===== config.mk =====
export PLATFORM = sky130hd
export DESIGN_NAME = axi_mem_master
export DESIGN_NICKNAME = d
export VERILOG_FILES = /design/src/rtl/axi_pkg.sv /design/src/rtl/axi_mem_master.sv
export SDC_FILE = /design/constraint.sdc
export NUM_CORES = 1
export LEC_CHECK = 0
export CORE_AREA = 5 5 111 113
export CTS_CLUSTER_DIAMETER = 120
export DETAILED_ROUTE_END_ITERATION = 8
export DIE_AREA = 0 0 116 118
export GPL_ROUTABILITY_DRIVEN = 0
export PLACE_DENSITY = 0.74
export RECOVER_POWER = 50
export SETUP_SLACK_MARGIN = 0.3
export SLEW_MARGIN = 20
export SYNTH_ARGS = -nofsm -noshare
export SYNTH_HDL_FRONTEND = slang
export SYNTH_SLANG_ARGS = --single-unit

===== constraint.sdc =====
create_clock -name clk -period 2.4 [get_ports clk]
set_input_delay 0.24 -clock clk [delete_from_list [all_inputs] [get_ports clk]]
set_output_delay 0.24 -clock clk [all_outputs]
set_load 0.03 [all_outputs]

===== src/rtl/axi_pkg.sv =====
// ============================================================================
//  Module      : axi_pkg
//  Description : Shared AXI4 burst/response encodings and attribute defaults.
//  Revision    : 1.0 - initial release
// ============================================================================
`default_nettype none

package axi_pkg;

   localparam logic [1:0] c_burst_fixed = 2'b00;
   localparam logic [1:0] c_burst_incr  = 2'b01;
   localparam logic [1:0] c_burst_wrap  = 2'b10;

   localparam logic [1:0] c_resp_okay   = 2'b00;
   localparam logic [1:0] c_resp_exokay = 2'b01;
   localparam logic [1:0] c_resp_slverr = 2'b10;
   localparam logic [1:0] c_resp_decerr = 2'b11;

   // Normal non-cacheable bufferable, unprivileged secure data access.
   localparam logic [3:0] c_cache_default = 4'b0011;
   localparam logic [2:0] c_prot_default  = 3'b000;

endpackage

`default_nettype wire


===== src/rtl/axi_mem_master.sv =====
// ============================================================================
//  Module      : axi_mem_master
//  Description : Single-outstanding AXI4 burst master bridging a command port
//                and beat streams onto AXI4 read/write channels.
//  Revision    : 1.0 - initial release
// ============================================================================
`default_nettype none

module axi_mem_master
   import axi_pkg::*;
#(
   parameter int DATA_WIDTH = 32,
   parameter int ADDR_WIDTH = 16,
   parameter int STRB_WIDTH = DATA_WIDTH / 8,
   parameter int ID_WIDTH   = 8,
   parameter int MASTER_ID  = 0
) (
   input  logic                  clk,
   input  logic                  rst,
   input  logic                  req_valid,
   output logic                  req_ready,
   input  logic                  req_write,
   input  logic [ADDR_WIDTH-1:0] req_addr,
   input  logic [7:0]            req_len,
   input  logic [2:0]            req_size,
   input  logic [DATA_WIDTH-1:0] wr_data,
   input  logic [STRB_WIDTH-1:0] wr_strb,
   input  logic                  wr_valid,
   output logic                  wr_ready,
   output logic [DATA_WIDTH-1:0] rd_data,
   output logic                  rd_last,
   output logic                  rd_valid,
   input  logic                  rd_ready,
   output logic                  done,
   output logic                  err,
   output logic [ID_WIDTH-1:0]   m_axi_awid,
   output logic [ADDR_WIDTH-1:0] m_axi_awaddr,
   output logic [7:0]            m_axi_awlen,
   output logic [2:0]            m_axi_awsize,
   output logic [1:0]            m_axi_awburst,
   output logic                  m_axi_awlock,
   output logic [3:0]            m_axi_awcache,
   output logic [2:0]            m_axi_awprot,
   output logic                  m_axi_awvalid,
   input  logic                  m_axi_awready,
   output logic [DATA_WIDTH-1:0] m_axi_wdata,
   output logic [STRB_WIDTH-1:0] m_axi_wstrb,
   output logic                  m_axi_wlast,
   output logic                  m_axi_wvalid,
   input  logic                  m_axi_wready,
   input  logic [ID_WIDTH-1:0]   m_axi_bid,
   input  logic [1:0]            m_axi_bresp,
   input  logic                  m_axi_bvalid,
   output logic                  m_axi_bready,
   output logic [ID_WIDTH-1:0]   m_axi_arid,
   output logic [ADDR_WIDTH-1:0] m_axi_araddr,
   output logic [7:0]            m_axi_arlen,
   output logic [2:0]            m_axi_arsize,
   output logic [1:0]            m_axi_arburst,
   output logic                  m_axi_arlock,
   output logic [3:0]            m_axi_arcache,
   output logic [2:0]            m_axi_arprot,
   output logic                  m_axi_arvalid,
   input  logic                  m_axi_arready,
   input  logic [ID_WIDTH-1:0]   m_axi_rid,
   input  logic [DATA_WIDTH-1:0] m_axi_rdata,
   input  logic [1:0]            m_axi_rresp,
   input  logic                  m_axi_rlast,
   input  logic                  m_axi_rvalid,
   output logic                  m_axi_rready
);

   localparam int c_max_size = $clog2(STRB_WIDTH);

   typedef enum logic [2:0] {
      S_IDLE  = 3'd0,
      S_AW    = 3'd1,
      S_WDATA = 3'd2,
      S_BRESP = 3'd3,
      S_AR    = 3'd4,
      S_RDATA = 3'd5
   } state_t;

   state_t                r_state;
   state_t                w_next;
   logic [ADDR_WIDTH-1:0] r_addr;
   logic [7:0]            r_len;
   logic [7:0]            r_beat;
   logic [2:0]            r_size;
   logic                  r_sticky;
   logic                  r_done;
   logic                  r_err;

   logic                  w_accept;
   logic                  w_w_hs;
   logic                  w_b_hs;
   logic                  w_r_hs;
   logic                  w_r_end;
   logic                  w_last_beat;
   logic                  w_rresp_bad;
   logic [2:0]            w_size_clamped;
   logic                  w_unused_ids;

   // Transaction IDs are not checked: only one burst is ever outstanding.
   assign w_unused_ids   = ^{m_axi_bid, m_axi_rid};

   assign w_size_clamped = (req_size > 3'(c_max_size)) ? 3'(c_max_size) : req_size;
   assign w_accept       = req_valid && req_ready;
   assign w_last_beat    = (r_beat == r_len);
   assign w_w_hs         = m_axi_wvalid && m_axi_wready;
   assign w_b_hs         = (r_state == S_BRESP) && m_axi_bvalid;
   assign w_r_hs         = m_axi_rvalid && m_axi_rready;
   assign w_rresp_bad    = (m_axi_rresp != c_resp_okay);
   // A slave that never raises rlast is cut off at the expected final beat.
   assign w_r_end        = m_axi_rlast || w_last_beat;

   assign req_ready      = (r_state == S_IDLE);
   assign done           = r_done;
   assign err            = r_err;

   assign m_axi_awid     = ID_WIDTH'(MASTER_ID);
   assign m_axi_awaddr   = r_addr;
   assign m_axi_awlen    = r_len;
   assign m_axi_awsize   = r_size;
   assign m_axi_awburst  = c_burst_incr;
   assign m_axi_awlock   = 1'b0;
   assign m_axi_awcache  = c_cache_default;
   assign m_axi_awprot   = c_prot_default;
   assign m_axi_awvalid  = (r_state == S_AW);

   assign m_axi_wdata    = wr_data;
   assign m_axi_wstrb    = wr_strb;
   assign m_axi_wlast    = w_last_beat;
   assign m_axi_wvalid   = (r_state == S_WDATA) && wr_valid;
   assign wr_ready       = (r_state == S_WDATA) && m_axi_wready;
   assign m_axi_bready   = (r_state == S_BRESP);

   assign m_axi_arid     = ID_WIDTH'(MASTER_ID);
   assign m_axi_araddr   = r_addr;
   assign m_axi_arlen    = r_len;
   assign m_axi_arsize   = r_size;
   assign m_axi_arburst  = c_burst_incr;
   assign m_axi_arlock   = 1'b0;
   assign m_axi_arcache  = c_cache_default;
   assign m_axi_arprot   = c_prot_default;
   assign m_axi_arvalid  = (r_state == S_AR);

   assign rd_data        = m_axi_rdata;
   assign rd_last        = m_axi_rlast;
   assign rd_valid       = (r_state == S_RDATA) && m_axi_rvalid;
   assign m_axi_rready   = (r_state == S_RDATA) && rd_ready;

   always_ff @(posedge clk) begin
      if (rst) r_state <= S_IDLE;
      else     r_state <= w_next;
   end

   always_comb begin
      w_next = r_state;
      case (r_state)
         S_IDLE:  if (req_valid) w_next = req_write ? S_AW : S_AR;
         S_AW:    if (m_axi_awready) w_next = S_WDATA;
         S_WDATA: if (w_w_hs && w_last_beat) w_next = S_BRESP;
         S_BRESP: if (m_axi_bvalid) w_next = S_IDLE;
         S_AR:    if (m_axi_arready) w_next = S_RDATA;
         S_RDATA: if (w_r_hs && w_r_end) w_next = S_IDLE;
         default: w_next = S_IDLE;
      endcase
   end

   always_ff @(posedge clk) begin
      if (rst) begin
         r_addr   <= '0;
         r_len    <= '0;
         r_size   <= '0;
         r_beat   <= '0;
         r_sticky <= 1'b0;
         r_done   <= 1'b0;
         r_err    <= 1'b0;
      end else begin
         r_done <= 1'b0;
         r_err  <= 1'b0;
         if (w_accept) begin
            r_addr   <= req_addr;
            r_len    <= req_len;
            r_size   <= w_size_clamped;
            r_beat   <= '0;
            r_sticky <= 1'b0;
         end
         if (w_w_hs && !w_last_beat) r_beat <= r_beat + 8'd1;
         if (w_b_hs) begin
            r_done <= 1'b1;
            r_err  <= (m_axi_bresp != c_resp_okay) || r_sticky;
         end
         if (w_r_hs) begin
            if (!w_last_beat) r_beat <= r_beat + 8'd1;
            if (w_rresp_bad) r_sticky <= 1'b1;
            if (w_r_end) begin
               r_done <= 1'b1;
               r_err  <= r_sticky || w_rresp_bad || !m_axi_rlast;
            end
         end
      end
   end

endmodule

`default_nettype wire


==> results of run 1 <==
[cell type report]
class	count	area [um^2]	share of cell area
Inverter	6	22.5	0.00644
Tap cell	143	179	0.0512
Multi-Input combinational cell	204	1170	0.336
Sequential cell	41	823	0.235
Timing Repair Buffer	115	1130	0.322
Clock buffer	5	125	0.0358
Clock inverter	3	46.3	0.0132
[Yosys cell counts, types with 3 or more instances]
cell | count | area (um^2)
buf_4 | 134 | 1010
nand2_1 | 56 | 210
dfxtp_1 | 41 | 821
a21oi_1 | 33 | 165
nor2_1 | 8 | 30.0
xor2_1 | 7 | 61.3
and2_1 | 6 | 37.5
clkbuf_1 | 6 | 22.5
inv_1 | 6 | 22.5
a211oi_1 | 4 | 30.0
buf_2 | 4 | 20.0
a31o_2 | 3 | 26.3
and3_1 | 3 | 18.8
nor2b_1 | 3 | 18.8
nor3_1 | 3 | 15.0
nor3b_1 | 3 | 22.5
o21ai_0 | 3 | 15.0
[per-stage QoR]
stage	area [um^2]	util	hold WS [ns]	cells
final	3500	0.312	0.463	517
after detailed placement	3330	0.296	0.465	509
after global placement	3330	0.296	0.453	509
after floorplan	3070	-	0.376	396
after CTS	3490	0.311	0.475	517
after global routing	3500	0.312	0.480	517
[power by group]
group          internal, mW  switching (mW)
combinational         0.642           0.970
clock                 0.493           0.291
sequential            0.783           0.121
total                  1.92            1.38
[final timing paths]
path,slack (ns),cells after the start,end,startpoint
worst max-delay path,0.37,4,rd_valid,r_state[0]
worst min-delay path,0.46,2,m_axi_araddr[13],m_axi_araddr[13]
worst max register to register,0.40,6,r_beat[5],r_state[0]
worst min register to register,0.46,2,m_axi_araddr[13],m_axi_araddr[13]
[metal layers]
| metal | routed length, um | track usage | vias up |
|---|---|---|---|
| li1 | - | - | 1042 |
| met1 | 2820 | 0.113 | 1038 |
| met2 | 3990 | 0.191 | 94 |
| met3 | 717 | 0.0401 | 24 |
| met4 | 201 | 0.0421 | 0 |
| met5 | 0 | 0 | - |
[worst min-delay path, delay by kind of cell, from the launching register on]
kind,cells,cell delay (ns)
and+or+nand+nor,1,0.05
AOI/OAI and AO/OA,1,0.05
DFF,1,0.31
[state kept, by name (all words and copies together), names as in the netlist]
signal	flops
m_axi_arsize	3
done	1
m_axi_arlen	8
r_state	3
m_axi_araddr	16
r_sticky	1
r_beat	8
err	1
[logic make-up after synthesis]
| kind of cell | after synthesis |
|---|---|
| AO/OA/AOI/OAI | 55 |
| multiplexers | 3 |
| buffers and inverters | 151 |
| AND/OR/NAND/NOR | 99 |
| flip-flops | 41 |
| XOR/XNOR | 10 |
| other | 2 |
| adder cells (fa/ha/maj) | 1 |
[timing repair]
action                     in CTS  in global routing
setup endpoints to repair       6                  4
buffers inserted                0                  0
gates resized for setup         4                  4
==> results.ini, run 1 <==
[grt]
grt_start_max_net_pins = 41
antenna_found_initial = 0
grt-ovfl-total = 0
grt_pass1_vias = 2262
grt.total_usage = 0.107
grt_pass1_wl_um = 11900

[worst_setup_path]
path_max_fanout = 9
crit_chain = buf_4 > and3b_1 > and2_1 > dlygate4sd2_1
cp.required_ns = 2.16
cp_num_buf_inv = 2
cp_slowest_stage_delay_ns = 0.42
crit_slowest_cell = dfxtp_1
worstSetupPathType = flip-flop to primary output
start_kind = flip-flop
cp_top_family = buffers and inverters
crit_path_end_kind = primary output
worst_ep_arrival_time_ns = 1.79

[yosys]
synth-edff-count = 0
synthSimpleGateAreaFrac = 0.176
synth_xor_area_frac = 0.0324
syn_area_mm2 = 0.00294
ys_seq_area_frac = 0.280
synth_compound_area_frac = 0.124
avgSynthCellArea_um2 = 8.11
synth-async-reset-ratio = 0
yosysWarnings = 0
synth_top_family_by_area = buffers and inverters
synthesis.instances = 362
yosysUniqueCellTypes = 50
synthAdderAreaFrac = 0.00426
ys.flop_type = dfxtp_1
synthMuxAreaShare = 0.0128
yosys_register_bits = 41

[die]
io_pins = 297
die_h_um = 118
dieWidth_um = 116
num_rows = 39
die-area_mm2 = 0.0137
core_area_mm2 = 0.0112
initial_utilization = 0.262

[timing]
worst_slack_ns = 0.370
max_slew_margin = 0.452
period_minus_slack_ns = 2.03
tightestPinTransition_ns = 0.822
finalCritPeriodShare = 0.846
setup_viol = 0
max_freq_mhz = 493
maxSlewViolCount = 0
final.setup.tns_ns = 0
finClkSkew_ns = 0.00614
rsz0062_at_grt = no
hold_viol_final = 0

[routing]
vias = 2198
drt_iter0_drc = 101
drcViolationCount = 0
drt_pass1_iterations = 4
postRouteAntennaNets = 0
vias_per_cell = 4.25
drt-wirelength-per-cell_um = 14.9
wirelength_um = 7730

[final_layout]
syn2layout_area_growth_pct = 19.1
layout-drive-gt1-share = 0.0963
layout_common_cells = 88 x clkdlybuf4s50_1, 56 x nand2_1, 39 x dfxtp_1
fillCellCount = 1178
layout_commonest_cell = clkdlybuf4s50_1
antenna_cells = 0
final_nets = 501

[placed_design]
hpwl_um = 6020
place_ws_ns = 0.323
portBuffers = 108

[clock_tree]
h-tree-depth = 2
clk_pin_slew_worst_paths_ns = 0.07
cts_max_path_buffers = 2
clock_sinks = 41
numCtsBuffers = 5
cts_tree = built
cts-root-buf = clkbuf_16
holdBufCountCts = 0
clk_latency_ns = 0.28

[job]
cap_violations = 0

[pwr]
peakVddDrop_v = 0.000316
leakage_nw = 1.43
pwr_density_cell_mw_per_mm2 = 944
power_mw = 3.30

[outcome]
status = finished, final reports clean

[worst_hold_path]
hold_class = flip-flop to flip-flop

No activity file was read; power rests on OpenSTA's default activity.
==> inputs of run 2 (changes only) <==
CORE_AREA = default   (was 5 5 111 113)
CORE_MARGIN = 5   (was default)
CORE_UTILIZATION = 27   (was default)
DIE_AREA = default   (was 0 0 116 118)
PLACE_DENSITY = 0.78   (was 0.74)
clock period = 1.8 ns   (was 2.4 ns; I/O delays follow)
==> results.ini, run 2 (synthesis results as in run 1) <==
[outcome]
status = finished, final reports clean  ; unchanged

[timing]
worst_slack_ns = 0.0723  ; was 0.370 ns
maxSlewViolCount = 0  ; unchanged
finalCritPeriodShare = 0.960
finClkSkew_ns = 0.00769  ; was 0.00614 ns
tightestPinTransition_ns = 0.629  ; was 0.822 ns
period_minus_slack_ns = 1.73
max_freq_mhz = 579
setup_viol = 0  ; unchanged
max_slew_margin = 0.580  ; was 0.452
rsz0062_at_grt = yes  ; was no
hold_slack_ns = 0.360  ; was 0.463 ns
hold_viol_final = 0  ; unchanged

[pwr]
p_clk_frac = 0.156  ; was 0.237
leakage_nw = 1.95  ; was 1.43 nW
combPwrFrac = 0.606  ; was 0.489
power.switching_mw = 2.18  ; was 1.38 mW
pwr_density_cell_mw_per_mm2 = 1180  ; was 944 mW/mm^2
peakVddDrop_v = 0.000561  ; was 0.000316 V
power_mw = 5.04  ; was 3.30 mW
power.internal_mw = 2.85  ; was 1.92 mW
netSwitchingFraction = 0.434  ; was 0.419
seq_power_share = 0.238  ; was 0.274

[routing]
drcViolationCount = 0  ; unchanged
vias_per_cell = 4.32  ; was 4.25
drt_pass1_iterations = 3  ; was 4
met3_length_um = 738  ; was 717 um
wl_met1_um = 2910  ; was 2820 um
top_layer_used = met4  ; unchanged
postRouteAntennaNets = 0  ; unchanged
wirelength_um = 8590  ; was 7730 um
drt-wirelength-per-cell_um = 15.5  ; was 14.9 um
drt_iter0_drc = 59  ; was 101
vias = 2398  ; was 2,198
route.met2.wl_um = 4590  ; was 3990 um

[worst_setup_path]
timing.rr.start = m_axi_arlen[1]  ; was r_state[0]
startpoint = m_axi_arlen[1]  ; was r_state[0]
crit_chain = xor2_2 > nor4_4 > buf_4 > and2_4 > buf_6  ; was buf_4 > and3b_1 > and2_1 > dlygate4sd2_1
start_kind = flip-flop  ; unchanged
worst_ep_arrival_time_ns = 1.55  ; was 1.79 ns
crit_path_end_kind = primary output  ; unchanged
cp_slowest_stage_delay_ns = 0.37  ; was 0.42 ns
r2r_slack_ns = 0.08  ; was 0.40 ns
crit_slowest_cell = dfxtp_4  ; was dfxtp_1
worstSetupPathType = flip-flop to primary output  ; unchanged
path_max_fanout = 4  ; was 9
cp.required_ns = 1.62  ; was 2.16 ns

[clock_tree]
numCtsBuffers = 5  ; unchanged
clock_sinks = 41  ; unchanged
clk_pin_slew_worst_paths_ns = 0.09  ; was 0.07 ns
clk_latency_ns = 0.30  ; was 0.28 ns
cts-root-buf = clkbuf_8  ; was clkbuf_16
cts_max_path_buffers = 2  ; unchanged
h-tree-depth = 2  ; unchanged
cts_tree = built  ; unchanged

[grt]
grt_pass1_wl_um = 12200  ; was 11,900 um
grt-ovfl-total = 0  ; unchanged
grt.total_usage = 0.118  ; was 0.107
antenna_found_initial = 0  ; unchanged
grt_start_max_net_pins = 27  ; was 41
grt_pass1_vias = 2401  ; was 2,262

[placed_design]
portBuffers = 108  ; unchanged
place_ws_ns = -0.142  ; was 0.323 ns
placed_area_mm2 = 0.00350  ; was 0.00333 mm^2
hpwl_um = 6110  ; was 6020 um

[final_layout]
largest_register_ffs = 16  ; unchanged
regArea_um2 = 866  ; was 823 um^2
fillCellCount = 1085  ; was 1,178
syn2layout_area_growth_pct = 45.0  ; was 19.1%
multiInputGateArea_mm2 = 0.00159  ; was 0.00117 mm^2
layout_common_cells = 56 x dlygate4sd2_1, 41 x clkdlybuf4s50_1, 38 x nand2_1  ; was 88 x clkdlybuf4s50_1, 56 x nand2_1, 39 x dfxtp_1
layout_commonest_cell = dlygate4sd2_1  ; was clkdlybuf4s50_1
layout-drive-gt1-share = 0.393  ; was 0.0963
final_nets = 542  ; was 501
fin_area_mm2 = 0.00426  ; was 0.00350 mm^2
antenna_cells = 0  ; unchanged

[die]
die_h_um = 114  ; was 118 um
initial_utilization = 0.273  ; was 0.262
num_rows = 38  ; was 39
core_area_mm2 = 0.0107  ; was 0.0112 mm^2
io_pins = 297  ; unchanged
dieWidth_um = 114  ; was 116 um
die-area_mm2 = 0.0131  ; was 0.0137 mm^2

[worst_hold_path]
worstHoldStart = m_axi_rdata[29]  ; was m_axi_araddr[13]
hold_class = input port to primary output  ; was flip-flop to flip-flop

[job]
cap_violations = 0  ; unchanged

run 2: what timing repair did:
item | 4_1_cts | 5_1_grt
setup buffers | 14 | 8
cloned | 1 | 1
pin swaps | 16 | 41
gates resized for setup | 112 | 79
hold buffers | 0 | 0
endpoints found under the setup margin | 104 | 47
run 2: cell type report:
cell class | instances | area share
Clock buffer | 5 | 0.0162
Inverter | 6 | 0.00529
Multi-Input combinational cell | 204 | 0.374
Sequential cell | 41 | 0.203
Clock inverter | 3 | 0.0109
Tap cell | 140 | 0.0412
Timing Repair Buffer | 156 | 0.350
run 2: worst max-delay path, delay by kind of cell (launching register included):
family / cells / cell delay (ns)
XOR/XNOR: 1 / 0.15
buffers and inverters: 2 / 0.30
flip-flops: 1 / 0.37
AND/OR/NAND/NOR: 2 / 0.42
run 2: final timing paths:
kind | to | cells after the start
max | m_axi_wlast | 5
min reg2reg | r_sticky | 2
max reg2reg | r_beat[0] | 8
min | rd_data[29] | 0
run 2: through the flow:
stage / setup TNS (ns) / util / std cells
after CTS: 0 / 0.359 / 546
after global routing: -0.00114 / 0.396 / 555
after global placement: -0.0972 / 0.326 / 523
final: 0 / 0.396 / 555
after detailed placement: -0.189 / 0.326 / 523
after floorplan: 0 / - / 396
run 2: routing by layer:
metal,vias to the layer above,track usage
li1,1123,-
met1,1119,0.117
met2,118,0.214
met3,38,0.0518
met4,0,0.0530
met5,-,0
run 2: power groups by stage:
stage / Clock, mW / Combinational, mW / Sequential, mW
after floorplan: 0 / 1.68 / 1.39
after global placement: 0 / 2.30 / 1.21
after detailed placement: 0 / 2.34 / 1.21
after CTS: 0.817 / 2.56 / 1.19
after global routing: 0.853 / 3.25 / 1.23
final: 0.784 / 3.05 / 1.20
==> inputs of run 3 (changes only) <==
CAP_MARGIN = 5   (was default)
SKIP_CTS_REPAIR_TIMING = 1   (was default)
==> results.ini, run 3 (synthesis results as in run 1) <==
[die]
die_h_um = 114  ; unchanged
num_rows = 38  ; unchanged
core_area_mm2 = 0.0107  ; unchanged
initial_utilization = 0.273  ; unchanged
io_pins = 297  ; unchanged
die-area_mm2 = 0.0131  ; unchanged
dieWidth_um = 114  ; unchanged

[clock_tree]
cts_max_path_buffers = 2  ; unchanged
clk_pin_slew_worst_paths_ns = 0.10  ; was 0.09 ns
clock_sinks = 41  ; unchanged
clk_latency_ns = 0.31  ; was 0.30 ns
cts-root-buf = clkbuf_8  ; unchanged
h-tree-depth = 2  ; unchanged
cts_tree = built  ; unchanged
numCtsBuffers = 5  ; unchanged

[final_layout]
syn2layout_area_growth_pct = 45.2  ; was 45.0%
final_nets = 531  ; was 542
final_cells = 544  ; was 555
antenna_cells = 0  ; unchanged
layout_commonest_cell = clkdlybuf4s50_1  ; was dlygate4sd2_1
largest_register_ffs = 16  ; unchanged
layout-drive-gt1-share = 0.399  ; was 0.393
layout_common_cells = 41 x clkdlybuf4s50_1, 40 x dlymetal6s2s_1, 36 x conb_1  ; was 56 x dlygate4sd2_1, 41 x clkdlybuf4s50_1, 38 x nand2_1

[grt]
grt_pass1_wl_um = 11300  ; was 12,200 um
grt_start_max_net_pins = 27  ; unchanged
antenna_found_initial = 0  ; unchanged
grt.total_usage = 0.109  ; was 0.118
grt_pass1_vias = 2264  ; was 2,401
grt-ovfl-total = 0  ; unchanged

[timing]
final.setup.tns_ns = 0  ; unchanged
max_slew_margin = 0.562  ; was 0.580
finClkSkew_ns = 0.0109  ; was 0.00769 ns
max_freq_mhz = 567  ; was 579 MHz
maxSlewViolCount = 0  ; unchanged
setup_viol = 0  ; unchanged
period_minus_slack_ns = 1.76  ; was 1.73 ns
rsz0062_at_grt = yes  ; unchanged
tightestPinTransition_ns = 0.656  ; was 0.629 ns
hold_viol_final = 0  ; unchanged
finalCritPeriodShare = 0.980  ; was 0.960

[worst_setup_path]
timing.rr.start = m_axi_arlen[5]  ; was m_axi_arlen[1]
crit_chain = xor2_2 > nor4_4 > buf_6 > and2_4 > buf_6  ; was xor2_2 > nor4_4 > buf_4 > and2_4 > buf_6
crit_path_end_kind = primary output  ; unchanged
crit_slowest_cell = dfxtp_1  ; was dfxtp_4
r2r_slack_ns = 0.06  ; was 0.08 ns
worst_ep_arrival_time_ns = 1.58  ; was 1.55 ns
start_kind = flip-flop  ; unchanged
startpoint = r_beat[0]  ; was m_axi_arlen[1]
reg2regPathDepth = 7  ; was 8
cpMostUsedCell = buf_6
cp.required_ns = 1.62  ; about the same
path_max_fanout = 5  ; was 4
cp_slowest_stage_delay_ns = 0.36  ; was 0.37 ns
worstSetupPathType = flip-flop to primary output  ; unchanged
reg2reg_to = r_beat[7]  ; was r_beat[0]

[placed_design]
hpwl_um = 6110  ; unchanged
dp.cells = 523  ; unchanged
portBuffers = 108  ; unchanged

[routing]
vias = 2335  ; was 2,398
drt_pass1_iterations = 4  ; was 3
drt_iter0_drc = 58  ; was 59
top_layer_used = met4  ; unchanged
vias_per_cell = 4.29  ; was 4.32
route.met2.wl_um = 4710  ; was 4590 um
wirelength_um = 8570  ; was 8590 um
postRouteAntennaNets = 0  ; unchanged
drt-wirelength-per-cell_um = 15.7  ; was 15.5 um
drcViolationCount = 0  ; unchanged
wl_met1_um = 2920  ; was 2910 um
met3_length_um = 726  ; was 738 um

[pwr]
power_mw = 5.06  ; was 5.04 mW
pwr_density_cell_mw_per_mm2 = 1190  ; was 1180 mW/mm^2
peakVddDrop_v = 0.000597  ; was 0.000561 V
leakage_nw = 2.32  ; was 1.95 nW

[worst_hold_path]
worstHoldStart = wr_data[12]  ; was m_axi_rdata[29]
min_path_cells = 0  ; unchanged
min_delay_worst_endpoint = m_axi_wdata[12]  ; was rd_data[29]
hold_class = input port to primary output  ; unchanged

[outcome]
status = finished, final reports clean  ; unchanged

[job]
cap_violations = 0  ; unchanged

-- run 3: cell count changes in the layout (fill, tap and decap cells not counted), moves of 3 or more --
cell / change
dlygate4sd2_1: -56
nand2_1: -7
a21oi_1: -6
buf_6: +5
clkbuf_1: +16
buf_4: -14
dlymetal6s2s_1: +40
nand2_4: +6
a21oi_2: +6
dfxtp_1: +3
-- run 3: worst max path at each step --
stage / endpoint / slack (ns) / depth (start not counted)
6_report: m_axi_wlast / 0.04 / 5
5_1_grt: m_axi_wlast / -0.02 / 5
4_1_cts: req_ready / -0.20 / 3
3_5_place_dp: r_state[0] / -0.14 / 7
3_3_place_gp: r_state[0] / -0.1 / 7
2_1_floorplan: r_state[0] / 0.04 / 5
-- run 3: power by group --
part           switching (mW)  total, mW  internal (mW)
sequential              0.140       1.20           1.06
combinational            1.69       3.06           1.37
clock                   0.380      0.797          0.416
total                    2.21       5.06           2.85
-- run 3: area by class of cell --
cell class | instances | area, um^2
Sequential cell | 41 | 857
Fill cell | 1085 | 6480
Timing Repair Buffer | 145 | 1480
Tap cell | 140 | 175
Clock inverter | 3 | 46.3
Multi-Input combinational cell | 204 | 1610
Inverter | 6 | 22.5
Clock buffer | 5 | 68.8
-- run 3: worst max-delay path: cells and delay by family (launching register included) --
family / cells / cell delay (ns)
and+or+nand+nor: 2 / 0.43
buffers and inverters: 2 / 0.28
xor gates and xnor gates: 1 / 0.20
DFF: 1 / 0.36
-- run 3: stage by stage --
stage	setup WS [ns]	hold WS, ns	utilization	instance area [um^2]
final	0.0356	0.360	0.397	4260
after global placement	-0.0972	0.360	0.326	3500
after CTS	-0.196	0.310	0.337	3620
after global routing	-0.0248	0.360	0.397	4260
after floorplan	0.0376	0.306	-	3140
after detailed placement	-0.142	0.360	0.326	3500
-- run 3: per-layer routing --
metal,vias to the layer above,GRT usage
met3,29,0.0518
li1,1102,-
met1,1090,0.105
met2,114,0.200
met5,-,0
met4,0,0.0420
